<file path="config.mk">
export PLATFORM = sky130hd
export DESIGN_NAME = dm_arbiter
export DESIGN_NICKNAME = d
export VERILOG_FILES = /design/src/rtl/dm_arbiter.sv
export SDC_FILE = /design/constraint.sdc
export NUM_CORES = 1
export LEC_CHECK = 0
export CAP_MARGIN = 20
export CORE_MARGIN = 10
export CORE_UTILIZATION = 25
export CTS_BUF_LIST = sky130_fd_sc_hd__clkbuf_4 sky130_fd_sc_hd__clkbuf_8
export CTS_CLUSTER_SIZE = 24
export DETAILED_ROUTE_END_ITERATION = 10
export PLACE_DENSITY_LB_ADDON = 0.15
export SLEW_MARGIN = 40
export SYNTH_ARGS = -nofsm -noshare
export SYNTH_HDL_FRONTEND = slang
export SYNTH_SLANG_ARGS = --single-unit
</file>
<file path="constraint.sdc">
create_clock -name clock -period 4.3 [get_ports clock]
set_clock_uncertainty 0.2 [all_clocks]
set_input_delay 0.645 -clock clock [delete_from_list [all_inputs] [get_ports clock]]
set_output_delay 0.645 -clock clock [all_outputs]
set_load 0.005 [all_outputs]
</file>
<file path="src/rtl/dm_arbiter.sv">
`default_nettype none
// ============================================================================
// Module   : dm_arbiter
// Brief    : Round-robin arbiter sharing one data-memory port between two
//            masters, with fixed write latency and read timeout.
// Revision : 1.0
// ============================================================================
module dm_arbiter #(
    parameter int data_size = 32,
    parameter int addr_bit  = 12,
    parameter int WR_LAT    = 3,
    parameter int TIMEOUT   = 15
) (
    input  logic                 clock,
    input  logic                 reset,

    input  logic                 m0_req,
    input  logic                 m0_write,
    input  logic [addr_bit-1:0]  m0_addr,
    input  logic [data_size-1:0] m0_wdata,
    output logic [data_size-1:0] m0_rdata,
    output logic                 m0_ack,
    output logic                 m0_err,

    input  logic                 m1_req,
    input  logic                 m1_write,
    input  logic [addr_bit-1:0]  m1_addr,
    input  logic [data_size-1:0] m1_wdata,
    output logic [data_size-1:0] m1_rdata,
    output logic                 m1_ack,
    output logic                 m1_err,

    output logic                 DM_enable,
    output logic                 DM_read,
    output logic                 DM_write,
    output logic [addr_bit-1:0]  DM_address,
    output logic [data_size-1:0] DM_in,
    input  logic [data_size-1:0] DM_out,
    input  logic                 DM_ready
);

    localparam int c_CNT_MAX = (TIMEOUT > WR_LAT) ? TIMEOUT : WR_LAT;
    localparam int c_CNT_W   = $clog2(c_CNT_MAX + 1);
    localparam logic [c_CNT_W-1:0] c_RD_LAST = c_CNT_W'(TIMEOUT - 1);
    localparam logic [c_CNT_W-1:0] c_WR_LAST = c_CNT_W'(WR_LAT - 1);

    typedef enum logic [2:0] {
        IDLE    = 3'd0,
        ISSUE   = 3'd1,
        WAIT_RD = 3'd2,
        WAIT_WR = 3'd3,
        DONE    = 3'd4
    } state_t;

    state_t                 r_state;
    state_t                 w_next;

    logic                   r_ptr;
    logic                   r_gnt;
    logic                   r_write;
    logic [addr_bit-1:0]    r_addr;
    logic [data_size-1:0]   r_wdata;
    logic [c_CNT_W-1:0]     r_cnt;
    logic [data_size-1:0]   r_rdata [2];
    logic                   r_err   [2];

    logic                   w_grant;
    logic                   w_sel;
    logic                   w_rd_accept;
    logic                   w_rd_tmo;
    logic                   w_wr_done;
    logic                   w_issue;
    logic                   w_done;

    always_ff @(posedge clock) begin
        if (reset)
            r_state <= IDLE;
        else
            r_state <= w_next;
    end

    always_comb begin
        w_next      = r_state;
        w_grant     = 1'b0;
        w_sel       = r_gnt;
        w_rd_accept = 1'b0;
        w_rd_tmo    = 1'b0;
        w_wr_done   = 1'b0;
        case (r_state)
            IDLE: begin
                if (m0_req || m1_req) begin
                    w_grant = 1'b1;
                    // On a tie the master not served last wins.
                    w_sel   = (m0_req && m1_req) ? ~r_ptr : m1_req;
                    w_next  = ISSUE;
                end
            end
            ISSUE: begin
                w_next = r_write ? WAIT_WR : WAIT_RD;
            end
            WAIT_RD: begin
                // DM_ready may still be stale from the previous access in the first cycle.
                if (r_cnt != '0 && DM_ready) begin
                    w_rd_accept = 1'b1;
                    w_next      = DONE;
                end else if (r_cnt == c_RD_LAST) begin
                    w_rd_tmo = 1'b1;
                    w_next   = DONE;
                end
            end
            WAIT_WR: begin
                if (r_cnt == c_WR_LAST) begin
                    w_wr_done = 1'b1;
                    w_next    = DONE;
                end
            end
            DONE: begin
                w_next = IDLE;
            end
            default: begin
                w_next = IDLE;
            end
        endcase

        // Strobes and acks are gated by reset so an abandoned access stops at once.
        w_issue   = (r_state == ISSUE) && !reset;
        w_done    = (r_state == DONE) && !reset;
        DM_enable = w_issue;
        DM_read   = w_issue && !r_write;
        DM_write  = w_issue && r_write;
        m0_ack    = w_done && !r_gnt;
        m1_ack    = w_done && r_gnt;
    end

    always_ff @(posedge clock) begin
        if (reset) begin
            r_ptr      <= 1'b1;
            r_gnt      <= 1'b0;
            r_write    <= 1'b0;
            r_addr     <= '0;
            r_wdata    <= '0;
            r_cnt      <= '0;
            r_rdata[0] <= '0;
            r_rdata[1] <= '0;
            r_err[0]   <= 1'b0;
            r_err[1]   <= 1'b0;
        end else begin
            if (w_grant) begin
                r_ptr <= w_sel;
                r_gnt <= w_sel;
                if (w_sel) begin
                    r_write <= m1_write;
                    r_addr  <= m1_addr;
                    r_wdata <= m1_wdata;
                end else begin
                    r_write <= m0_write;
                    r_addr  <= m0_addr;
                    r_wdata <= m0_wdata;
                end
            end

            if ((r_state == WAIT_RD || r_state == WAIT_WR) && w_next == r_state)
                r_cnt <= r_cnt + 1'b1;
            else
                r_cnt <= '0;

            if (w_rd_accept) begin
                r_rdata[r_gnt] <= DM_out;
                r_err[r_gnt]   <= 1'b0;
            end else if (w_rd_tmo) begin
                r_err[r_gnt]   <= 1'b1;
            end else if (w_wr_done) begin
                r_err[r_gnt]   <= 1'b0;
            end
        end
    end

    assign DM_address = r_addr;
    assign DM_in      = r_wdata;
    assign m0_rdata   = r_rdata[0];
    assign m1_rdata   = r_rdata[1];
    assign m0_err     = r_err[0];
    assign m1_err     = r_err[1];

endmodule
`default_nettype wire

</file>
Word level (Yosys, flattened, before mapping) --
Memory sizes are Yosys's and may differ from the RTL's. Cells that the tools add are included. W data, S select, Z words.
Word-level totals: bits in registers 54, memory bits (writable) 66, bits of input ports 127, memories 2
Operators by class: add/subtract/negate cells 1, equal/unequal tests 7, multiplexer cells 43, bitwise logic cells 4, reductions and logical operators 19
Memories:
- r_rdata | depth 2, width 32, read ports 2, clocked after memory_dff 0, write ports 2, RTL line 64 | logic [data_size-1:0] r_rdata [2];
- r_err | depth 2, width 1, read ports 2, clocked after memory_dff 0, write ports 2, RTL line 65 | logic r_err [2];
Operators by type and width (number):
- $mux W32 | 2
- $mux W1 | 35
- $reduce_or A32 Y1 | 1
- $mux W12 | 1
- $mux W3 | 4
- $pmux W3 S4 | 1
- $logic_and A1 B1 Y1 | 9
- $eq A3 B2 Y1 const B | 2
- $add A4 B1 Y4 const B | 1
- $eq A4 B2 Y1 const B | 1
- $eq A4 B4 Y1 const B | 1
- $reduce_bool A4 Y1 | 1
- $eq A3 B1 Y1 const B | 1
- $eq A3 B3 Y1 | 1
- $eq A3 B3 Y1 const B | 1
- $logic_not A1 Y1 | 3
- $logic_not A3 Y1 | 1
- $logic_or A1 B1 Y1 | 2
- $not A1 Y1 | 2
- $or A1 B1 Y1 | 2
- $reduce_or A2 Y1 | 1
- $reduce_or A1 Y1 | 1

Logic depth before layout (Yosys ltp) --
Gate-level depths: netlist (run 1).
depth after elaboration 12, gate-level depth with buffers 7, depth with buffers taken out 6

Worst setup path after synthesis (run 1) --
OpenSTA, ideal clock, no wires.
kind reg-to-reg, from reg r_cnt[0], to mem r_rdata[0][0], enable pin, arrival 2.486 ns, required time 3.672 ns, path slack 1.186 ns, cell stages (with the launch flop) 6, path buffers 0, period minus slack after synthesis 3.114 ns, cells stage by stage dfxtp_1 inv_1 ha_1 or3b_2 nand4_1 o21bai_1
RTL lines:
- start, declared | RTL line 63 | logic [c_CNT_W-1:0] r_cnt;
- start signal, assigned | RTL line 163 | r_cnt <= r_cnt + 1'b1;
- end, declared | RTL line 64

Worst setup path after layout (run 1) --
from reg r_state[0], to out DM_read
Between the ends: cells in the longest elaborated chain, start to end 3
Ends and longest elaborated chain:
- start, declared | RTL line 55 | state_t r_state;
- start signal, assigned | RTL line 79 | r_state <= w_next;
- $eq A3 B1 Y1 | RTL line 126 | w_issue = (r_state == ISSUE) && !reset;
- $logic_and A1 B1 Y1 | RTL line 126
- $logic_and A1 B1 Y1 | RTL line 129 | DM_read = w_issue && !r_write;
- end, declared | RTL line 34 | output logic DM_read,
Every way passes these cells.

==> summary.md, run 1 <==
| Metric | Value |
|---|---|
| Hold_buf cts | 0 |
| Top_reg_cell synth | edfxtp_1 |
| Sequential Area | 3060 sq um |
| N_diodes | 0 |
| RSZ-0062 raised after global routing | false |
| Top-area cell type share of the netlist area | 39.6% |
| Cell with the most instances after synthesis | nand2_1 |
| Worst Hold Class | reg2reg |
| Synthesis warning total | 0 |
| Setup tns final | 0 ns |
| Final Slew Violations | 0 |
| Clock slew at reported path FFs | 0.08 ns |
| Fillers | 1955 |
| Worst Path Max Fanout | 11 |
| Sink Count | 120 |
| Period utilization | 69.6% |
| Final net count | 826 |
| Power Dens Cells | 395 nW/um^2 |
| Most frequent cells after synthesis | 93 x nand2_1, 66 x edfxtp_1, 65 x and2_1 |
| Area growth syn-to-layout | 62.3% |
| FMAX | 0.334 GHz |
| CP Capture Type | output pin |
| Total congestion overflow | 0 |
| Hold depth | 1 |
| Critical Path AT | 2.15 ns |
| Reg2Reg Depth | 6 |
| Core area | 19600 sq um |
| Detailed Routing Iterations Pass 1 | 4 |
| Max_slew headroom | 60.9% |
| Tmin final | 2.99 ns |
| Total Routing Usage GR | 12.6% |
| Share of cells above drive strength 1 | 7.19% |
| Post-CTS sizing | 0 |
| Synth Cell Area | 5000 sq um |
| Port bufs | 241 |
| Max clock buf depth | 2 |
| CP required | 3.45 ns |
| Gpl congestion | 0.820 |
| Number of buffers created by CTS | 17 |
| Vias/cell | 4.40 |
| Syn Area/Cell | 10.8 sq um |
| Outcome | finished, final reports clean |
| ANT nets after route | 0 |
| Clk Latency, worst-skew pair | 0.43 ns |
| Met3 WL | 2180 microns |
| Final number of hold-violating endpoints | 0 |
| Multi-input gate area | 1760 sq um |
| Total wire length | 16900 microns |
| Vias | 4284 |
| Initial antenna violation count | 0 |
| First-pass GRT wire length | 25700 microns |
| Starting Density | 25.5% |
| Uppermost layer routed | met4 |
| Synthesized flop and latch total | 120 |
| H-tree depth | 4 |
| Syn Nets | 594 |
| 1st-iter DRT viols | 163 |
| MaxCap Viol Count | 0 |
| FP Rows | 51 |
| Syn Inst Count | 464 |
| Sequential area share after synthesis | 61.2% |
| CTS tree | yes |
| Number of setup violations in the final report | 0 |
| Async SR Flop Fraction | 0% |
| P_leak | 3.02 nW |
| Post-synth EDFFs | 66 |
| Least-Margin Pin Slew | 0.587 ns |
| Post-DP HPWL | 12600 microns |
| Die extent in y | 161 microns |
| # DRC | 0 |
| Drt wl/cell | 17.4 microns |
| Tot Pwr | 3.21 mW |
| Die Area | 26100 sq um |
| Die width | 161 microns |
| Root Buffer | clkbuf_8 |
| Synth area leaders | edfxtp_1 40%, dfxtp_1 22%, and2_1 8.1% |
| DR WL met2 | 7130 microns |
| Crit path kind | reg2out |
| Vias in the first global route | 4416 |
| Post-synth top area cell | edfxtp_1 |
| Met1 WL | 7430 microns |
| Peak supply drop | 0.160 mV |
| Maximum number of pins on one net before global-route repair | 54 |
| Synth unique cells | 37 |
| IO Count | 242 |
| Setup crit start kind | flop |
| Post-CTS setup buffer count | 0 |
## where the power goes
group	total [mW]	switching, mW	leakage (nW)	internal, mW
logic	0.716	0.318	1.68	0.398
registers	1.39	0.0693	1.13	1.32
clock network	1.10	0.514	0.213	0.587
## flip-flops by register name, summed over array words and instances, names as in the netlist
signal and cells:
r_write 1, DM_address 12, r_gnt 1, r_err 2, r_ptr 1, r_cnt 4, r_state 3, DM_in 32
r_rdata 64
## layout by cell type, fill, tap and decap left out, drive strengths merged, types with 2 or more instances in the layout
| cell | Yosys | layout |
|---|---|---|
| inv | 3 | 8 |
| nor2b | 3 | 3 |
| nor4b | 2 | 2 |
| ha | 3 | 3 |
| o21ai | 4 | 4 |
| and2 | 65 | 65 |
| nand2 | 93 | 93 |
| buf | 23 | 8 |
| nor3 | 3 | 3 |
| clkinv | 0 | 6 |
| o21bai | 4 | 4 |
| a21oi | 2 | 2 |
| dfxtp | 54 | 54 |
| nor2 | 58 | 58 |
| clkdlybuf4s50 | 0 | 240 |
| a311oi | 45 | 45 |
| and3 | 4 | 4 |
| nand2b | 4 | 4 |
| bufinv | 0 | 3 |
| clkbuf | 12 | 17 |
| o21a | 2 | 2 |
| edfxtp | 66 | 66 |
| nand3 | 3 | 3 |
## per-stage QoR
step,util [%],setup slack (ns),std cells,area (sq um),hold WS (ns)
floorplan,-,1.19,464,5000,0.230
global placement,38.8,1.34,939,7610,0.243
detailed placement,39.1,1.44,941,7660,0.258
CTS,41.3,1.24,973,8090,0.278
global route,41.4,1.06,974,8120,0.297
finish,41.4,1.31,974,8120,0.272
## layout make-up
class	instances	area share, %
clock buffers	17	2.88
clock inverters	15	2.37
inverters	3	0.139
multi-input cells	306	21.7
flip-flops and latches	120	37.7
well taps	265	4.09
repair buffers	248	31.0
## critical path, stage by stage (launching register included)
cell and delay [ns]:
dfxtp_1 0.62, nor4b_1 0.40, nor2b_1 0.18, clkdlybuf4s50_1 0.52
## worst paths after layout
kind                   start        endpoint  slack [ns]
hold / removal      r_cnt[0]        r_cnt[0]        0.27
setup / recovery  r_state[0]         DM_read        1.31
hold reg to reg     r_cnt[0]        r_cnt[0]        0.27
setup reg to reg    r_cnt[0]  r_rdata[1][25]        1.87
## cell families (layout without fill, tap and decap cells)
logic type / count (synthesis) / after routing / synth area share, %
AO/OA/AOI/OAI: 61 / 61 / 10.0
XOR/XNOR: 2 / 2 / 0.350
adder cells (fa/ha/maj): 3 / 3 / 0.751
buffers and inverters: 38 / 283 / 4.18
flip-flops: 120 / 120 / 61.2
AND/OR/NAND/NOR: 240 / 240 / 23.4
## per-layer routing
layer / up-vias / global-route usage, %
li1: 2079 / -
met1: 1999 / 14.9
met2: 197 / 18.4
met3: 9 / 7.50
met4: 0 / 4.26
met5: - / 0
Power figures use the tool's default switching activity.
==> run 2: changes to the inputs <==
==> constraint.sdc (replaced) <==
create_clock -name clock -period 2.7 [get_ports clock]
set_clock_uncertainty 0.2 [all_clocks]
set_input_delay 0.405 -clock clock [delete_from_list [all_inputs] [get_ports clock]]
set_output_delay 0.405 -clock clock [all_outputs]
set_load 0.005 [all_outputs]
==> run 2 against run 1 <==
  * Highest routed layer unchanged
  * Combinational power grew 62%
  * Largest cell class unchanged
  * Largest power group unchanged
  * Wire length increased by 0.11%
  * Utilization is essentially flat
==> summary.md, run 2 (synthesized netlist as in run 1, its figures left out) <==
| Metric | Value |
|---|---|
| Outcome | finished, final reports clean |
| Critical Path AT | 1.94 ns (-0.21 ns) |
| Final number of hold-violating endpoints | 0 (unchanged) |
| M3 GR Usage | 7.37% (-0.13 points) |
| CP Capture Type | output pin |
| Clk Latency, worst-skew pair | 0.43 ns (about the same) |
| Max_slew headroom | 58.5% (-2.4 points) |
| Global route hottest layer | met2 |
| Power Dens Cells | 612 nW/um^2 (+55%) |
| # DRC | 0 (unchanged) |
| CP required | 2.10 ns (-1.35 ns) |
| First-pass GRT wire length | 25800 microns (+0.59%) |
| Worst Path Max Fanout | 8 (-3) |
| Setup crit start kind | flop |
| Total congestion overflow | 0 (unchanged) |
| Tmin final | 2.55 ns |
| Max FFs per register | 64 (unchanged) |
| Clock slew at reported path FFs | 0.07 ns (about the same) |
| Met2 GRT Util | 18.5% (+0.056 points) |
| Gpl congestion | 0.796 (-2.9%) |
| IO Count | 242 (unchanged) |
| Total wire length | 16900 microns (+0.11%) |
| Core area | 19600 sq um (unchanged) |
| Setup tns final | 0 ns (unchanged) |
| Most frequent cells in the layout | 240 x clkdlybuf4s50_1, 93 x nand2_1, 66 x edfxtp_1 |
| P_leak | 3.01 nW (-0.31%) |
| Drt wl/cell | 17.3 microns (-0.20%) |
| CTS tree | yes |
| Number of setup violations in the final report | 0 (unchanged) |
| FMAX | 0.392 GHz |
| Die extent in y | 161 microns (unchanged) |
| Port bufs | 241 (unchanged) |
| Worst Hold Class | in2reg |
| Vias in the first global route | 4609 (+4.4%) |
| N_diodes | 0 (unchanged) |
| Post-route cell area | 8110 sq um (about the same) |
| Post-DP HPWL | 12500 microns (-0.51%) |
| Largest Register | r_rdata |
| Sink Count | 120 (unchanged) |
| Final Slew Violations | 0 (unchanged) |
| Met1 GRT Util | 14.9% (about the same) |
| Fillers | 1885 (-3.6%) |
| Slowest stage cell, crit path | clkdlybuf4s50_1 |
| Max clock buf depth | 2 (unchanged) |
| Vias/cell | 4.35 (-1.1%) |
| Peak supply drop | 0.276 mV (+72%) |
| Maximum number of pins on one net before global-route repair | 60 (+11%) |
| Die width | 161 microns (unchanged) |
| H-tree depth | 4 (unchanged) |
| MaxCap Viol Count | 0 (unchanged) |
| Number of buffers created by CTS | 17 (unchanged) |
| Least-Margin Pin Slew | 0.622 ns (+0.0343 ns) |
| Vias | 4251 (-0.77%) |
| RSZ-0062 raised after global routing | false |
| Hold depth | 2 (+1) |
| Die Area | 26100 sq um (unchanged) |
| Commonest non-fill, non-tap cell in the layout | clkdlybuf4s50_1 |
| Worst path cell trace | buf_4, nor4b_2, nor2b_1, clkdlybuf4s50_1 |
| Root Buffer | clkbuf_8 |
| Reg2Reg Depth | 5 (-1) |
| DP Area | 7710 sq um (+0.67%) |
| Detailed Routing Iterations Pass 1 | 4 (unchanged) |
| Initial antenna violation count | 0 (unchanged) |
| Final net count | 829 (+0.36%) |
| Crit path kind | reg2out |
| Share of cells above drive strength 1 | 7.87% (+0.67 points) |
| Period utilization | 94.4% |
| Critical path's largest stage delay | 0.52 ns (-0.10 ns) |
| Hold_buf cts | 0 (unchanged) |
| Worst hold slack | 0.0985 ns (-0.174 ns) |
| Starting Density | 25.5% (unchanged) |
| FP Rows | 51 (unchanged) |
| Total Routing Usage GR | 12.6% (about the same) |
| 1st-iter DRT viols | 165 (+1.2%) |
| ANT nets after route | 0 (unchanged) |
| Area growth syn-to-layout | 62.1% (about the same) |
-- run 2: changes by cell type in the layout (fill, tap and decap cells not counted), sizes merged --
cell      change
clkinvlp      +3
buf           +3
inv           -3
clkinv        +1
bufinv        -1
-- run 2: final timing paths --
path	startpoint	end	slack, ns
setup / recovery	r_state[1]	DM_read	0.15
hold / removal	reset	r_state[2]	0.1
setup reg to reg	r_state[2]	DM_in[27]	0.56
hold reg to reg	r_cnt[0]	r_cnt[0]	0.27
-- run 2: repair_timing --
item / 4_1_cts / 5_1_grt
setup endpoints to repair: 2 / 1
setup buffers: 0 / 0
gates resized for setup: 1 / 1
-- run 2: worst max-delay path, delay by kind of cell (launching register included) --
family | cells | cell delay [ns]
buffers and inverters | 2 | 0.69
DFF | 1 | 0.32
and+or+nand+nor | 2 | 0.50
-- run 2: area by class of cell --
cell class	instances	area (sq um)	area share (%)
timing repair buffer	251	2540	31.4
tap	265	332	4.09
clock buffer	17	234	2.89
sequential	120	3060	37.8
clock inverter	15	154	1.90
multi-input combinational	306	1770	21.8
inverter	3	11.3	0.139
-- run 2: per-layer routing --
layer,vias to the layer above,routed length [microns]
met4,0,248
li1,2086,-
met3,19,2130
met2,199,7140
met5,-,0
met1,1947,7420
-- run 2: stage by stage --
stage               worst slack, ns  utilization [%]  cells  total power [mW]
floorplan                    -0.414                -    464              2.73
detailed placement            0.373             39.4    945              3.42
CTS                          0.0608             41.4    977              5.05
finish                        0.151             41.4    977              4.97
global route                 0.0223             41.4    977              5.24
global placement              0.217             39.3    945              3.40
-- run 2: where the power goes --
group	internal (mW)	switching (mW)	leakage, nW	total [mW]
registers	2.10	0.104	1.13	2.21
clock network	0.820	0.781	0.188	1.60
logic	0.643	0.516	1.69	1.16
total	3.57	1.40	3.01	4.97
==> run 3: changes to the inputs <==
--- a/config.mk
+++ b/config.mk
@@ -7,7 +7,7 @@
 export LEC_CHECK = 0
 export CAP_MARGIN = 20
 export CORE_MARGIN = 10
-export CORE_UTILIZATION = 25
+export CORE_UTILIZATION = 24
 export CTS_BUF_LIST = sky130_fd_sc_hd__clkbuf_4 sky130_fd_sc_hd__clkbuf_8
 export CTS_CLUSTER_SIZE = 24
 export DETAILED_ROUTE_END_ITERATION = 10
==> run 3 against run 2 <==
  * Combinational power about the same
  * Critical path depth unchanged
  * Sequential power hardly changed
  * Critical path type unchanged
  * Largest power group unchanged
  * Final cell count increased by 0.72%
  * Largest cell class unchanged
==> summary.md, run 3 (synthesized netlist as in run 1, its figures left out) <==
| Metric | Value |
|---|---|
| Outcome | finished, final reports clean |
| MaxCap Viol Count | 0 (unchanged) |
| Gpl congestion | 0.744 (-6.6%) |
| N_diodes | 0 (unchanged) |
| Power Dens Cells | 629 nW/um^2 (+2.7%) |
| Largest Register | r_rdata |
| Port bufs | 241 (unchanged) |
| CP Capture Type | output pin |
| Switching Share | 27.0% (-1.2 points) |
| P_leak | 3.05 nW (+1.3%) |
| FP Rows | 52 (+2.0%) |
| Vias | 4252 (+0.024%) |
| Hold_buf cts | 0 (unchanged) |
| Max clock buf depth | 2 (unchanged) |
| Worst Path Max Fanout | 9 (+1) |
| Met3 WL | 2170 microns (+1.8%) |
| Cell family with most CP delay | buffers and inverters |
| Die width | 164 microns (+1.8%) |
| Vias/cell | 4.32 (-0.69%) |
| Area growth syn-to-layout | 63.7% |
| Comb pwr share | 22.3% (-1.0 points) |
| Clock power frac | 34.8% (+2.6 points) |
| Clk Latency, worst-skew pair | 0.43 ns (about the same) |
| DR WL met2 | 7220 microns (+1.1%) |
| Max FFs per register | 64 (unchanged) |
| Die Area | 27000 sq um (+3.6%) |
| Tot Pwr | 5.15 mW (+3.7%) |
| Placed Cells | 951 (+0.63%) |
| First-pass GRT wire length | 24900 microns (-3.4%) |
| Seq pwr share | 43.0% (-1.4 points) |
| Root Buffer | clkbuf_8 |
| Share of cells above drive strength 1 | 8.12% (+0.26 points) |
| Total wire length | 16400 microns (-3.4%) |
| Number of setup violations in the final report | 0 (unchanged) |
| Period utilization | 95.0% (+0.54 points) |
| Non-filler cells, final | 984 (+0.72%) |
| CP required | 2.10 ns (about the same) |
| Final net count | 831 (+0.24%) |
| Worst hold slack | 0.178 ns (+0.0796 ns) |
| Total Routing Usage GR | 11.8% (-0.75 points) |
| Peak supply drop | 0.258 mV (-6.6%) |
| Max_slew headroom | 57.4% (-1.1 points) |
| Setup crit start kind | flop |
| Starting Density | 24.6% (-0.97 points) |
| Detailed Routing Iterations Pass 1 | 4 (unchanged) |
| P_sw | 1.39 mW (-0.57%) |
| Maximum number of pins on one net before global-route repair | 94 (+57%) |
| Critical Path AT | 1.96 ns (+0.02 ns) |
| Sink Count | 120 (unchanged) |
| Tmin final | 2.56 ns (+0.0145 ns) |
| Crit path kind | reg2out |
| CTS tree | yes |
| Pint | 3.76 mW (+5.3%) |
| Worst path cell trace | nor4b_4, buf_4, nor2b_2, clkdlybuf4s50_1 |
| Clock slew at reported path FFs | 0.08 ns (about the same) |
| Slowest stage cell, crit path | clkdlybuf4s50_1 |
| Core area | 20400 sq um (+4.0%) |
| Final number of hold-violating endpoints | 0 (unchanged) |
| Fillers | 1973 (+4.7%) |
| Met1 WL | 6800 microns (-8.4%) |
| 1st-iter DRT viols | 148 (-10%) |
| # DRC | 0 (unchanged) |
| FMAX | 0.390 GHz (-0.56%) |
| ANT nets after route | 0 (unchanged) |
| Least-Margin Pin Slew | 0.638 ns (+0.0164 ns) |
| Die extent in y | 164 microns (+1.8%) |
| Total congestion overflow | 0 (unchanged) |
| Worst Hold Class | in2reg |
| H-tree depth | 4 (unchanged) |
| Final Slew Violations | 0 (unchanged) |
| Drt wl/cell | 16.6 microns (-4.1%) |
| Number of buffers created by CTS | 17 (unchanged) |
| Vias in the first global route | 4515 (-2.0%) |
| Post-DP HPWL | 12200 microns (-2.8%) |
| Uppermost layer routed | met4 |
| Critical path's largest stage delay | 0.52 ns (about the same) |
| Buf+Inv Stages, Crit Path | 2 (unchanged) |
| Commonest non-fill, non-tap cell in the layout | clkdlybuf4s50_1 |
| Most frequent cells in the layout | 240 x clkdlybuf4s50_1, 93 x nand2_1, 66 x edfxtp_1 |
| Initial antenna violation count | 0 (unchanged) |
| IO Count | 242 (unchanged) |
run 3: cell count changes in the layout (fill, tap and decap cells not counted):
cell,before,now
clkinv_2,4,1
clkinv_4,3,2
nor4b_4,1,2
nor2b_1,3,2
dfxtp_2,1,3
nor4b_2,1,0
clkinvlp_4,4,1
inv_6,2,4
bufinv_16,2,4
nor2b_2,0,1
buf_4,5,7
dfxtp_1,53,51
clkinv_1,0,3
run 3: power groups by stage:
stage / logic, mW / clock network, mW / registers (mW)
after CTS: 1.17 / 1.86 / 2.21
final: 1.15 / 1.79 / 2.21
after global placement: 1.15 / 0 / 2.24
after detailed placement: 1.16 / 0 / 2.25
after floorplan: 0.484 / 0 / 2.24
after global routing: 1.27 / 1.94 / 2.24
run 3: tightest hold or removal path: cells and delay by family:
family          cells  cell delay (ns)
simple gates        1             0.09
compound gates      1             0.10
buf+inv             1             0.17
run 3: routing by layer:
| layer | vias up | global-route usage, % |
|---|---|---|
| met5 | - | 0 |
| met3 | 11 | 7.08 |
| li1 | 2096 | - |
| met2 | 190 | 17.9 |
| met4 | 0 | 3.41 |
| met1 | 1955 | 13.7 |
run 3: final timing paths:
kind,from,end,slack [ns],cells after the start
max,r_state[1],DM_read,0.14,4
min,reset,r_state[0],0.18,3
max reg2reg,r_cnt[0],r_rdata[0][31],0.60,6
min reg2reg,r_cnt[0],r_cnt[0],0.27,1
run 3: final cells by class:
cell class	count	area (sq um)	share of cell area [%]
Timing Repair Buffer	253	2560	31.3
Multi-Input combinational cell	306	1780	21.7
Tap cell	270	338	4.13
Clock inverter	15	196	2.40
Inverter	3	11.3	0.138
Clock buffer	17	234	2.86
Sequential cell	120	3070	37.5
run 3: through the flow:
stage                     cell area [sq um]  setup slack, ns  util (%)   TNS [ns]
after CTS                              8180           0.0140      40.2          0
after global placement                 7720            0.189      37.9          0
after detailed placement               7730            0.218      37.9          0
after global routing                   8190        -0.000709      40.2  -0.000709
final                                  8190            0.136      40.2          0
after floorplan                        5000           -0.414         -     -26.49
run 3: repair_timing:
action / 4_1_cts / 5_1_grt
pin swaps: 0 / 1
gates cloned: 0 / 0
setup endpoints to repair: 3 / 1
setup buffers: 0 / 1
resized for setup: 5 / 1
==> edit 1: new RTL, flow settings as in run 1 <==
Reset style: asynchronous (`reset`), changed in 2 clocked blocks.
--- a/src/rtl/dm_arbiter.sv
+++ b/src/rtl/dm_arbiter.sv
@@ -72,7 +72,7 @@
     logic                   w_issue;
     logic                   w_done;
 
-    always_ff @(posedge clock) begin
+    always_ff @(posedge clock or posedge reset) begin
         if (reset)
             r_state <= IDLE;
         else
@@ -132,7 +132,7 @@
         m1_ack    = w_done && r_gnt;
     end
 
-    always_ff @(posedge clock) begin
+    always_ff @(posedge clock or posedge reset) begin
         if (reset) begin
             r_ptr      <= 1'b1;
             r_gnt      <= 1'b0;
Function: differs if reset is asserted again (counterexample within 4 cycles, from zero or initial values and one cycle with reset high); with reset held inactive, the same outputs for 10 cycles.
==> edit 1 against run 1 <==
- synthesized cell count fell by 13%
- wire length fell by 2.1%
- critical path depth rose by 1
- worst setup slack got worse by 8.1 ps
- synthesized area rose by 4.9%
- largest cell class unchanged
- register-to-register slack got worse by 110 ps
- cell area rose by 1.9%
- global-route usage fell by 0.42 points
- sequential cell count did not move
Power is not compared: it rests on default switching activity, and its combinational part moved more than twofold at a synthesized area within 25%.
==> edit 1: results (changes against run 1) <==
| Metric | Value |
|---|---|
| Status | finished clean |
| Mux cell area share after synthesis | 24.5% (+24 points) |
| Reg-to-Reg End | m0_rdata[18]$_DFFE_PP0P_ |
| Hold Path End | r_cnt[0]$_DFF_PP0_ |
| Met2 usage | 17.4% (-1.1 points) |
| Internal power | approximately 3.7 mW |
| Via count | 4039 (-5.7%) |
| Post-Syn Instances | 403 (-13%) |
| Delay-heaviest family, CP | buffers and inverters |
| GRT Resource Usage Total | 12.1% (-0.42 points) |
| Clk_lat worst skew | 420 ps |
| Met3 Track Usage GR | 8.02% (+0.52 points) |
| First-pass GRT wire length | 25700 um (about the same) |
| Fraction of layout cells with a size suffix above 1 | 16.1% (+8.9 points) |
| Final net count | 774 (-6.3%) |
| Setup WS post-layout | 1300 ps (-8.06 ps) |
| Ys async rst share | 100% (+100 points) |
| Pin count of the biggest net entering global routing | 72 (+33%) |
| Sequential cell area fraction in the yosys report | 57.2% (-4.0 points) |
| Area after DPL | 7900 um2 (+3.0%) |
| Reg2Reg Setup Slack | 1760 ps (-110 ps) |
| Hold Path Class | reg -> reg |
| Crit path from | reset |
| Main area contributors after synthesis | dfrtp_1 57%, mux2_4 8.6%, mux2i_1 8.6%, mux2_2 6.4%, a21oi_1 4.4% |
| Worst slew pin tran | 650 ps (+62.3 ps) |
| GP Congestion | 0.765 (-6.8%) |
| Vias in the first global route | 4554 (+3.1%) |
| Total wire length | 16600 um (-2.1%) |
| Starting DRT DRC Count | 213 (+31%) |
| Ys flop type | dfrtp_1 |
| Max stage delay cell, worst path | clkdlybuf4s50_1 |
| CP Max Fanout | 3 (-8) |
| R2R depth | 5 (-1) |
| Max layer used | met4 |
| Placed cell count | 895 (-4.9%) |
| Hold_sp | r_cnt[0]$_DFF_PP0_ |
| First-pass detailed-route iteration total | 6 (+2) |
| Crit path to | m1_ack |
| Clk buf depth | 2 (unchanged) |
| WL met1 | 7230 um (-2.8%) |
| Hold Slack | 298 ps (+25.8 ps) |
| Pre-CTS WS | 1280 ps (-158 ps) |
| Detail Route met3 WL | 2360 um (+8.4%) |
| Routed wl met2 | 6870 um (-3.6%) |
| Post-DP HPWL | 12800 um (+1.9%) |
| Compound-gate portion of the synthesized area | 6.18% (-3.9 points) |
| Reg-to-Reg Start | r_state[0]$_DFF_PP0_ |
| Fillers | 1978 (+1.2%) |
| Yosys cell types | 40 (+8.1%) |
| Post-Synth Adder-Cell Area | 0.715% (-0.035 points) |
| Top cells by count, synth | 119 x dfrtp_1, 55 x nor2_1, 46 x a21oi_1, 45 x mux2i_1 |
| Max incr delay on CP | 570 ps (-50 ps) |
| Register cell area after layout | 3000 um2 (-1.9%) |
| Xor/xnor share of the synthesized area | 0.334% (-0.016 points) |
| Vias per std cell | 4.36 (-0.94%) |
edit 1: changes by cell type in the layout (fill, tap and decap cells not counted), moves of 44 or more:
cell / run 1 / this run
a311oi_1: 45 / 1
and2_1: 65 / 1
nand2_1: 93 / 4
dfxtp_1: 54 / 0
edfxtp_1: 66 / 0
dfrtp_1: 0 / 119
a21oi_1: 2 / 46
mux2i_1: 0 / 45
edit 1: layout make-up:
cell class	count	share of cell area, %
Tap cell	270	4.09
Clock inverter	14	1.53
Multi-Input combinational cell	248	24.6
Inverter	10	0.484
Timing Repair Buffer	247	30.0
Sequential cell	120	36.3
Clock buffer	18	2.92
edit 1: power groups by stage:
stage	clock network, mW	logic [mW]	registers [mW]
2_1_floorplan	0	1.08	2.01
3_3_place_gp	0	2.51	2.04
3_5_place_dp	0	2.55	2.06
4_1_cts	1.00	2.55	2.05
5_1_grt	1.05	2.74	2.12
6_report	0.950	2.49	2.04
==> edit 2: new RTL, settings of run 1 <==
Made on the original files. Set the parameter `addr_bit` to 6 (it was 12).
--- a/src/rtl/dm_arbiter.sv
+++ b/src/rtl/dm_arbiter.sv
@@ -7,7 +7,7 @@
 // ============================================================================
 module dm_arbiter #(
     parameter int data_size = 32,
-    parameter int addr_bit  = 12,
+    parameter int addr_bit  = 6,
     parameter int WR_LAT    = 3,
     parameter int TIMEOUT   = 15
 ) (
Interface: changed (resized DM_address, m0_addr and m1_addr); port bits go from 242 to 224. The function was not compared with the original's and may differ.
==> edit 2 against run 1 <==
- synthesized area rose by 3.2%
- wire length decreased by 6.0%
- fmax is 9.1% lower
- cell area shrank 0.65%
- total power down 1.7%
- non-clock buffer count decreased by 16
- critical endpoint unchanged
- sequential cell count shrank 6
- worst setup slack worse by 300 ps
- critical path type unchanged
- count of clock-buffer cells in the layout unchanged
- largest power group unchanged
- via count decreased by 7.2%
==> edit 2: results (changes against run 1) <==
| Metric | Value |
|---|---|
| Area after DPL | 7640 um2 (-0.28%) |
| Reg2Reg Setup Slack | 1930 ps (+60 ps) |
| Final net count | 769 (-6.9%) |
| Starting DRT DRC Count | 99 (-39%) |
| First-pass detailed-route iteration total | 5 (+1) |
| H-tree depth reported by CTS | 4 (unchanged) |
| Reg-to-Reg End | r_rdata[0][12]$_SDFFCE_PN0P_ |
| Sequential cell area fraction in the yosys report | 57.0% (-4.2 points) |
| Main area contributors after synthesis | edfxtp_1 38%, dfxtp_1 19%, a311oi_2 11%, and2_1 7.9%, nand2_2 4.7% |
| Status | finished clean |
| Pin count of the biggest net entering global routing | 50 (-7.4%) |
| Routed length per instance | 17.0 um (-2.0%) |
| Critical Path AT | 2450 ps (+300 ps) |
| Post-DP HPWL | 12100 um (-4.1%) |
| Top cells by count, synth | 66 x edfxtp_1, 65 x and2_1, 52 x nor2_1, 48 x dfxtp_1, 43 x nand2_1 |
| Max-Slew Margin vs Limit | 45.2% (-16 points) |
| Fraction of layout cells with a size suffix above 1 | 19.3% (+12 points) |
| Static leakage | 2.91 nW (-3.7%) |
| Vias per std cell | 4.25 (-3.3%) |
| Met2 usage | 17.4% (-1.0 points) |
| Peak supply drop | 0.161 mV (+0.64%) |
| Final hold violations | 0 (unchanged) |
| Fillers | 1971 (+0.82%) |
| GP Congestion | 0.767 (-6.4%) |
| Met3 Track Usage GR | 6.24% (-1.3 points) |
| Vias in the first global route | 4375 (-0.93%) |
| First-pass GRT wire length | 24400 um (-4.8%) |
| Met1 Use GR | 14.0% (-0.89 points) |
| Syn nets | 549 (-7.6%) |
| Port buffer count | 223 (-7.5%) |
## edit 2: cell types whose count changed after synthesis, moves of 3 or more
cell      delta
nand2_2     +39
buf_4        +3
clkbuf_1     -5
a311oi_1    -45
nand2_1     -50
buf_12       +4
nor2_1       -4
dfxtp_1      -6
a311oi_2    +39
buf_2        -9
## edit 2: final cells by class
class | instances | area, um2 | share of cell area [%]
clock inverters | 15 | 189 | 2.34
multi-input cells | 283 | 1980 | 24.6
well taps | 270 | 338 | 4.19
inverters | 3 | 11.3 | 0.140
clock buffers | 17 | 234 | 2.90
flip-flops and latches | 114 | 2940 | 36.5
repair buffers | 232 | 2370 | 29.4
## edit 2: logic make-up (layout without fill, tap and decap cells)
logic type	Yosys count	after routing	synth area share, %
buffers and inverters	34	267	5.17
AOI/OAI and AO/OA	55	55	13.4
and+or+nand+nor	223	223	23.3
xor gates and xnor gates	2	2	0.340
DFF	114	114	57.0
adders and majority gates	3	3	0.728
## edit 2: critical path, stage by stage, from the launching register on
cell and delay [ps]:
dfxtp_1 600, nor4b_1 700, nor2b_1 210, clkdlybuf4s50_1 520
## edit 2: routing by layer
metal / wire [um] / vias to the layer above
met1: 7010 / 1852
met2: 6800 / 169
met3: 1920 / 10
li1: - / 1943
met5: 0 / -
met4: 164 / 0
## edit 2: where the power goes
group	switching, mW	internal [mW]	total (mW)
clock	0.453	0.626	1.08
sequential	0.0651	1.25	1.32
combinational	0.346	0.408	0.753
total	0.863	2.29	3.15
## edit 2: per-stage QoR
step           instances  hold slack (ps)  total power, mW  utilization (%)  worst slack [ps]
6_report             934              265             3.15             39.7              1010
2_1_floorplan        431              230             1.72                -              1190
4_1_cts              934              270             3.21             39.7               994
5_1_grt              934              300             3.33             39.7               848
3_5_place_dp         902              253             2.11             37.6              1200
3_3_place_gp         897              243             2.08             37.1              1200
